File: src/rtl/riscv_fetch_unit.sv
// Instruction-fetch front end: owns the fetch PC, issues in-order imem requests
// under a credit limit and buffers {pc, instr} pairs for decode.
module riscv_fetch_unit #(
    parameter int              XLEN       = 32,
    parameter int              ILEN       = 32,
    parameter logic [XLEN-1:0] RESET_PC   = '0,
    parameter int              FBUF_DEPTH = 4
) (
    input  logic            clk,
    input  logic            rst_n,
    input  logic            fetch_en,
    output logic            imem_req_valid,
    input  logic            imem_req_ready,
    output logic [XLEN-1:0] imem_req_addr,
    input  logic            imem_rsp_valid,
    input  logic [ILEN-1:0] imem_rsp_data,
    output logic            instr_valid,
    input  logic            instr_ready,
    output logic [ILEN-1:0] instr_data,
    output logic [XLEN-1:0] instr_pc,
    input  logic            redirect_valid,
    input  logic [XLEN-1:0] redirect_pc
);

    localparam int PTR_W = (FBUF_DEPTH > 1) ? $clog2(FBUF_DEPTH) : 1;
    localparam int CNT_W = PTR_W + 1;
    localparam logic [CNT_W-1:0] DEPTH_C = CNT_W'(FBUF_DEPTH);

    // Handshakes: a transfer happens on a rising clk edge where valid & ready are
    // both high; the response channel has no ready and every valid is consumed.
    logic [XLEN-1:0] r_fetch_pc;
    logic [XLEN-1:0] r_resp_pc;
    logic [CNT_W-1:0] r_count;
    logic [CNT_W-1:0] r_outstanding;
    logic [CNT_W-1:0] r_drop_cnt;
    logic [PTR_W-1:0] r_wr_ptr;
    logic [PTR_W-1:0] r_rd_ptr;
    logic [ILEN-1:0]  r_buf_data [FBUF_DEPTH];
    logic [XLEN-1:0]  r_buf_pc   [FBUF_DEPTH];

    logic [CNT_W:0]   w_occupancy;
    logic             w_credit;
    logic             w_req_fire;
    logic             w_push;
    logic             w_pop;
    logic [XLEN-1:0]  w_target;
    logic             w_unused_redirect_lsb;
    logic [CNT_W-1:0] w_outstanding_nxt;
    logic [CNT_W-1:0] w_drop_cnt_nxt;
    logic [CNT_W-1:0] w_count_nxt;
    logic [XLEN-1:0]  w_fetch_pc_nxt;
    logic [XLEN-1:0]  w_resp_pc_nxt;

    // Buffered plus in-flight entries never exceed the buffer size, so a
    // response always has a free slot.
    assign w_occupancy = {1'b0, r_count} + {1'b0, r_outstanding};
    assign w_credit    = w_occupancy < {1'b0, DEPTH_C};

    assign w_target              = {redirect_pc[XLEN-1:2], 2'b00};
    assign w_unused_redirect_lsb = ^redirect_pc[1:0];

    // rst_n gates the request so the port reads idle for the whole reset window.
    assign imem_req_valid = rst_n & fetch_en & w_credit & ~redirect_valid;
    assign imem_req_addr  = r_fetch_pc;
    assign instr_valid    = (r_count != '0) & ~redirect_valid;
    assign instr_data     = r_buf_data[r_rd_ptr];
    assign instr_pc       = r_buf_pc[r_rd_ptr];

    assign w_req_fire = imem_req_valid & imem_req_ready;
    assign w_push     = imem_rsp_valid & (r_drop_cnt == '0) & ~redirect_valid;
    assign w_pop      = instr_valid & instr_ready;

    always_comb begin
        w_outstanding_nxt = r_outstanding + CNT_W'(w_req_fire) - CNT_W'(imem_rsp_valid);
        w_drop_cnt_nxt    = r_drop_cnt;
        w_count_nxt       = r_count + CNT_W'(w_push) - CNT_W'(w_pop);
        w_fetch_pc_nxt    = r_fetch_pc;
        w_resp_pc_nxt     = r_resp_pc;
        if (w_req_fire) begin
            w_fetch_pc_nxt = r_fetch_pc + XLEN'(4);
        end
        if (w_push) begin
            w_resp_pc_nxt = r_resp_pc + XLEN'(4);
        end
        if (imem_rsp_valid && (r_drop_cnt != '0)) begin
            w_drop_cnt_nxt = r_drop_cnt - CNT_W'(1);
        end
        // Every request still in flight at a redirect belongs to the old path.
        if (redirect_valid) begin
            w_count_nxt    = '0;
            w_drop_cnt_nxt = w_outstanding_nxt;
            w_fetch_pc_nxt = w_target;
            w_resp_pc_nxt  = w_target;
        end
    end

    always_ff @(posedge clk or negedge rst_n) begin
        if (!rst_n) begin
            r_fetch_pc    <= RESET_PC;
            r_resp_pc     <= RESET_PC;
            r_count       <= '0;
            r_outstanding <= '0;
            r_drop_cnt    <= '0;
            r_wr_ptr      <= '0;
            r_rd_ptr      <= '0;
            for (int i = 0; i < FBUF_DEPTH; i++) begin
                r_buf_data[i] <= '0;
                r_buf_pc[i]   <= '0;
            end
        end else begin
            r_fetch_pc    <= w_fetch_pc_nxt;
            r_resp_pc     <= w_resp_pc_nxt;
            r_count       <= w_count_nxt;
            r_outstanding <= w_outstanding_nxt;
            r_drop_cnt    <= w_drop_cnt_nxt;
            if (redirect_valid) begin
                r_wr_ptr <= '0;
                r_rd_ptr <= '0;
            end else begin
                if (w_push) begin
                    r_buf_data[r_wr_ptr] <= imem_rsp_data;
                    r_buf_pc[r_wr_ptr]   <= r_resp_pc;
                    r_wr_ptr             <= r_wr_ptr + PTR_W'(1);
                end
                if (w_pop) begin
                    r_rd_ptr <= r_rd_ptr + PTR_W'(1);
                end
            end
        end
    end

`ifndef SYNTHESIS
    a_no_overflow: assert property (@(posedge clk) disable iff (!rst_n)
        !(imem_rsp_valid && (r_drop_cnt == '0) && (r_count == DEPTH_C)));
    a_rsp_has_request: assert property (@(posedge clk) disable iff (!rst_n)
        !(imem_rsp_valid && (r_outstanding == '0)));
`endif

endmodule

File: config.mk
export PLATFORM = sky130hd
export DESIGN_NAME = riscv_fetch_unit
export DESIGN_NICKNAME = d
export VERILOG_FILES = /design/src/rtl/riscv_fetch_unit.sv
export SDC_FILE = /design/constraint.sdc
export NUM_CORES = 1
export LEC_CHECK = 0
export CELL_PAD_IN_SITES_DETAIL_PLACEMENT = 0
export CELL_PAD_IN_SITES_GLOBAL_PLACEMENT = 1
export CORE_MARGIN = 4
export CORE_UTILIZATION = 45
export DETAILED_ROUTE_END_ITERATION = 8
export PLACE_DENSITY_LB_ADDON = 0.1
export REMOVE_ABC_BUFFERS = 1
export SETUP_SLACK_MARGIN = 0.4
export SYNTH_ARGS = -nofsm -noshare
export SYNTH_HDL_FRONTEND = slang
export SYNTH_SLANG_ARGS = --single-unit
File: constraint.sdc
create_clock -name clk -period 5.6 [get_ports clk]
set_input_delay 0.56 -clock clk [delete_from_list [all_inputs] [get_ports clk]]
set_output_delay 0.56 -clock clk [all_outputs]
set_load 0.01 [all_outputs]
==> results.py <==
metrics = {
    "run_status": {
        "status": "finished, final reports clean",
    },
    "sta": {
        "slew_violations": 0,
        "setup-violations-final": 0,
        "rsz0062_at_grt": "false",
        "finalHoldViolCount": 0,
        "max_slew.worst_pin.slew_ps": 1070,
        "finalCritPeriodShare_pct": 70.0,
        "min_period_ps": 3920,
        "final.setup.tns_ps": 0,
        "slew-limit-headroom_pct": 28.8,
        "max_clock_freq_mhz": 255,
        "fin_worst_skew_ps": 19.7,
    },
    "setup_path": {
        "crit_type": "primary input to flop",
        "reg2reg_slack_ps": 1840,
        "critPathLaunchType": "primary input",
        "arrival_ps": 4270,
        "cp-end-kind": "flop",
        "rr_worst_depth": 12,
        "crit_required_ps": 5950,
        "crit_fanout": 52,
    },
    "synthesis": {
        "synth_flop_cell": "dfrtp_1",
        "yosys_warnings": 0,
        "syn-cell-area_um2": 14900,
        "async_flop_share_pct": 100,
        "synth_top_area_share_pct": 53.9,
        "yosysSeqAreaShare_pct": 53.9,
        "synth_top_area_cell": "dfrtp_1",
        "synth_cell_types": 47,
        "synth_edf_count": 0,
        "ys_ff_latch": 321,
        "avgSynthCellArea_um2": 13.4,
        "synth_cells": 1110,
        "yosys-top-cells-area": "dfrtp_1, mux2_2, mux4_2",
    },
    "grt": {
        "overflow": 0,
        "grt_usage_pct": 19.7,
        "grt_max_degree": 149,
        "antenna_found_initial": 0,
        "first_global_vias": 9916,
        "grt_pass1_wl_um": 56200,
    },
    "flow_run": {
        "cap_violations": 0,
    },
    "cts": {
        "cts_sinks": 321,
        "numCtsBuffers": 37,
        "post_cts.repair.setup_buffers": 0,
        "clkLatencyLatePin_ps": 520,
        "cts_resized": 0,
        "htree_num_levels": 2,
        "cts_buffer_depth": 3,
        "clk_pin_slew_ps": 60,
        "cts_tree": "done",
        "clk_root_buffer_cell": "clkbuf_16",
    },
    "finish": {
        "multiInputGateArea_um2": 6450,
        "final_nets": 1330,
        "layout_commonest_cell": "dfrtp_1",
        "syn2layout_area_growth_pct": 21.5,
        "final_cell_mix": "dfrtp_1, mux2_2, clkdlybuf4s50_1",
        "layout-drive-gt1-share_pct": 30.3,
        "regArea_um2": 8040,
        "fillers": 2762,
        "n_antenna_cell": 0,
        "fin_area_um2": 18100,
    },
    "power_and_ir_drop": {
        "p_int_uw": 5760,
        "p_leak_uw": 0.00803,
        "peakVddDrop_mv": 0.234,
        "p_comb_share_pct": 29.1,
        "seqPwrFrac_pct": 39.8,
        "switchingPower_uw": 2190,
        "p_total_uw": 7950,
        "clock_power_share_pct": 31.0,
        "netSwitchingFraction_pct": 27.6,
        "p_per_area_nw_per_um2": 439,
    },
    "floorplanning": {
        "ios": 169,
        "die_height_um": 190,
        "start_util_pct": 45.7,
        "rows": 66,
        "dieWidth_um": 190,
        "core_area_um2": 32600,
        "die-area_um2": 36100,
    },
    "worst_hold_path": {
        "min_path_type": "primary input to flop",
        "holdPathStages": 3,
    },
    "place": {
        "gp_congestion": 0.783,
        "placed_area_um2": 16800,
        "io_buffer_count": 162,
        "dp_hpwl_um": 22000,
    },
    "drt": {
        "first_iter_violations": 394,
        "drtAntennaViolNets": 0,
        "via_per_inst": 5.51,
        "drtPass1Iterations": 4,
        "routed_wl_um": 35200,
        "drcViolationCount": 0,
        "wl_per_cell_um": 20.6,
        "via_count": 9429,
    },
}
[Yosys cell counts (all sizes together) (3+ instances only)]
cell type  number
dfrtp         321
mux2          237
nand2          82
o21ai          65
mux4           62
clkbuf         48
buf            33
nand3          30
nor2           29
xnor2          29
inv            25
nand4          18
o311ai         16
ha             14
nor3           14
a31oi          12
nor4           11
xor2           11
a21oi           8
and3            6
and4            5
o211ai          5
or3             4
nand2b          3
[per-stage QoR]
step,setup WS [ps],cells,hold slack (ps),utilization [%]
after global placement,1650,1645,459,51.6
after floorplan,1830,1032,264,-
after CTS,1690,1711,437,55.5
after global routing,1400,1711,434,55.5
after detailed placement,1610,1645,468,51.6
final,1680,1711,428,55.5
[registers in the layout (all words and copies together) (netlist names)]
signal and count:
r_count 3, r_drop_cnt 3, r_buf_pc 120, r_buf_data 128, imem_req_addr 30, r_outstanding 3
r_rd_ptr 2, r_resp_pc 30, r_wr_ptr 2
[final timing paths]
check                                    startpoint                          end
min                                  redirect_valid    r_resp_pc[26]$_DFFE_PN0N_
min in group asynchronous                     rst_n  r_buf_data[122]$_DFFE_PN0P_
min reg2reg                r_buf_pc[85]$_DFFE_PN0P_     r_buf_pc[85]$_DFFE_PN0P_
max                                           rst_n    r_drop_cnt[2]$_DFFE_PN0P_
max reg2reg                    r_count[2]$_DFF_PN0_    r_drop_cnt[2]$_DFFE_PN0P_
max in group asynchronous                     rst_n    r_resp_pc[15]$_DFFE_PN0N_
[power groups by stage]
stage | clock network (µW) | registers (µW) | logic, µW
2_1_floorplan | 0 | 3130 | 1310
3_3_place_gp | 0 | 3200 | 2320
5_1_grt | 2620 | 3240 | 2510
3_5_place_dp | 0 | 3210 | 2350
4_1_cts | 2530 | 3170 | 2360
6_report | 2470 | 3170 | 2320
[kinds of logic after synthesis]
kind of cell	synth area share (%)
compound gates	4.49
xor+xnor	2.35
flops	53.9
buf+inv	3.03
other cells	0.0252
simple gates	7.31
fa+ha+maj	1.44
mux	27.4
[per-layer routing]
metal  routed length [µm]  track usage, %
met1                16200            28.2
met4                  720            4.84
met3                 1350            2.86
met5                    0               0
met2                16900            32.2
[area by class of cell]
cell class	instances	share of cell area [%]
flip-flops and latches	321	44.4
clock inverters	10	0.712
well taps	442	3.05
repair buffers	172	9.45
inverters	25	0.518
multi-input cells	686	35.6
clock buffers	55	6.22
[worst max-delay path: stages]
cell,delay [ps]
dlygate4sd3_1,570
buf_8,340
nor2b_1,200
and4_1,620
inv_2,450
ha_1,410
inv_1,40
ha_1,180
fa_1,370
xor2_1,160
xnor2_1,140
nand2_1,70
o21ai_0,80
[repair_timing]
action                     CTS  global route
hold buffers                 1             0
hold endpoints to repair    50             0
setup endpoints to repair    0             0
Power figures use the tool's default switching activity.
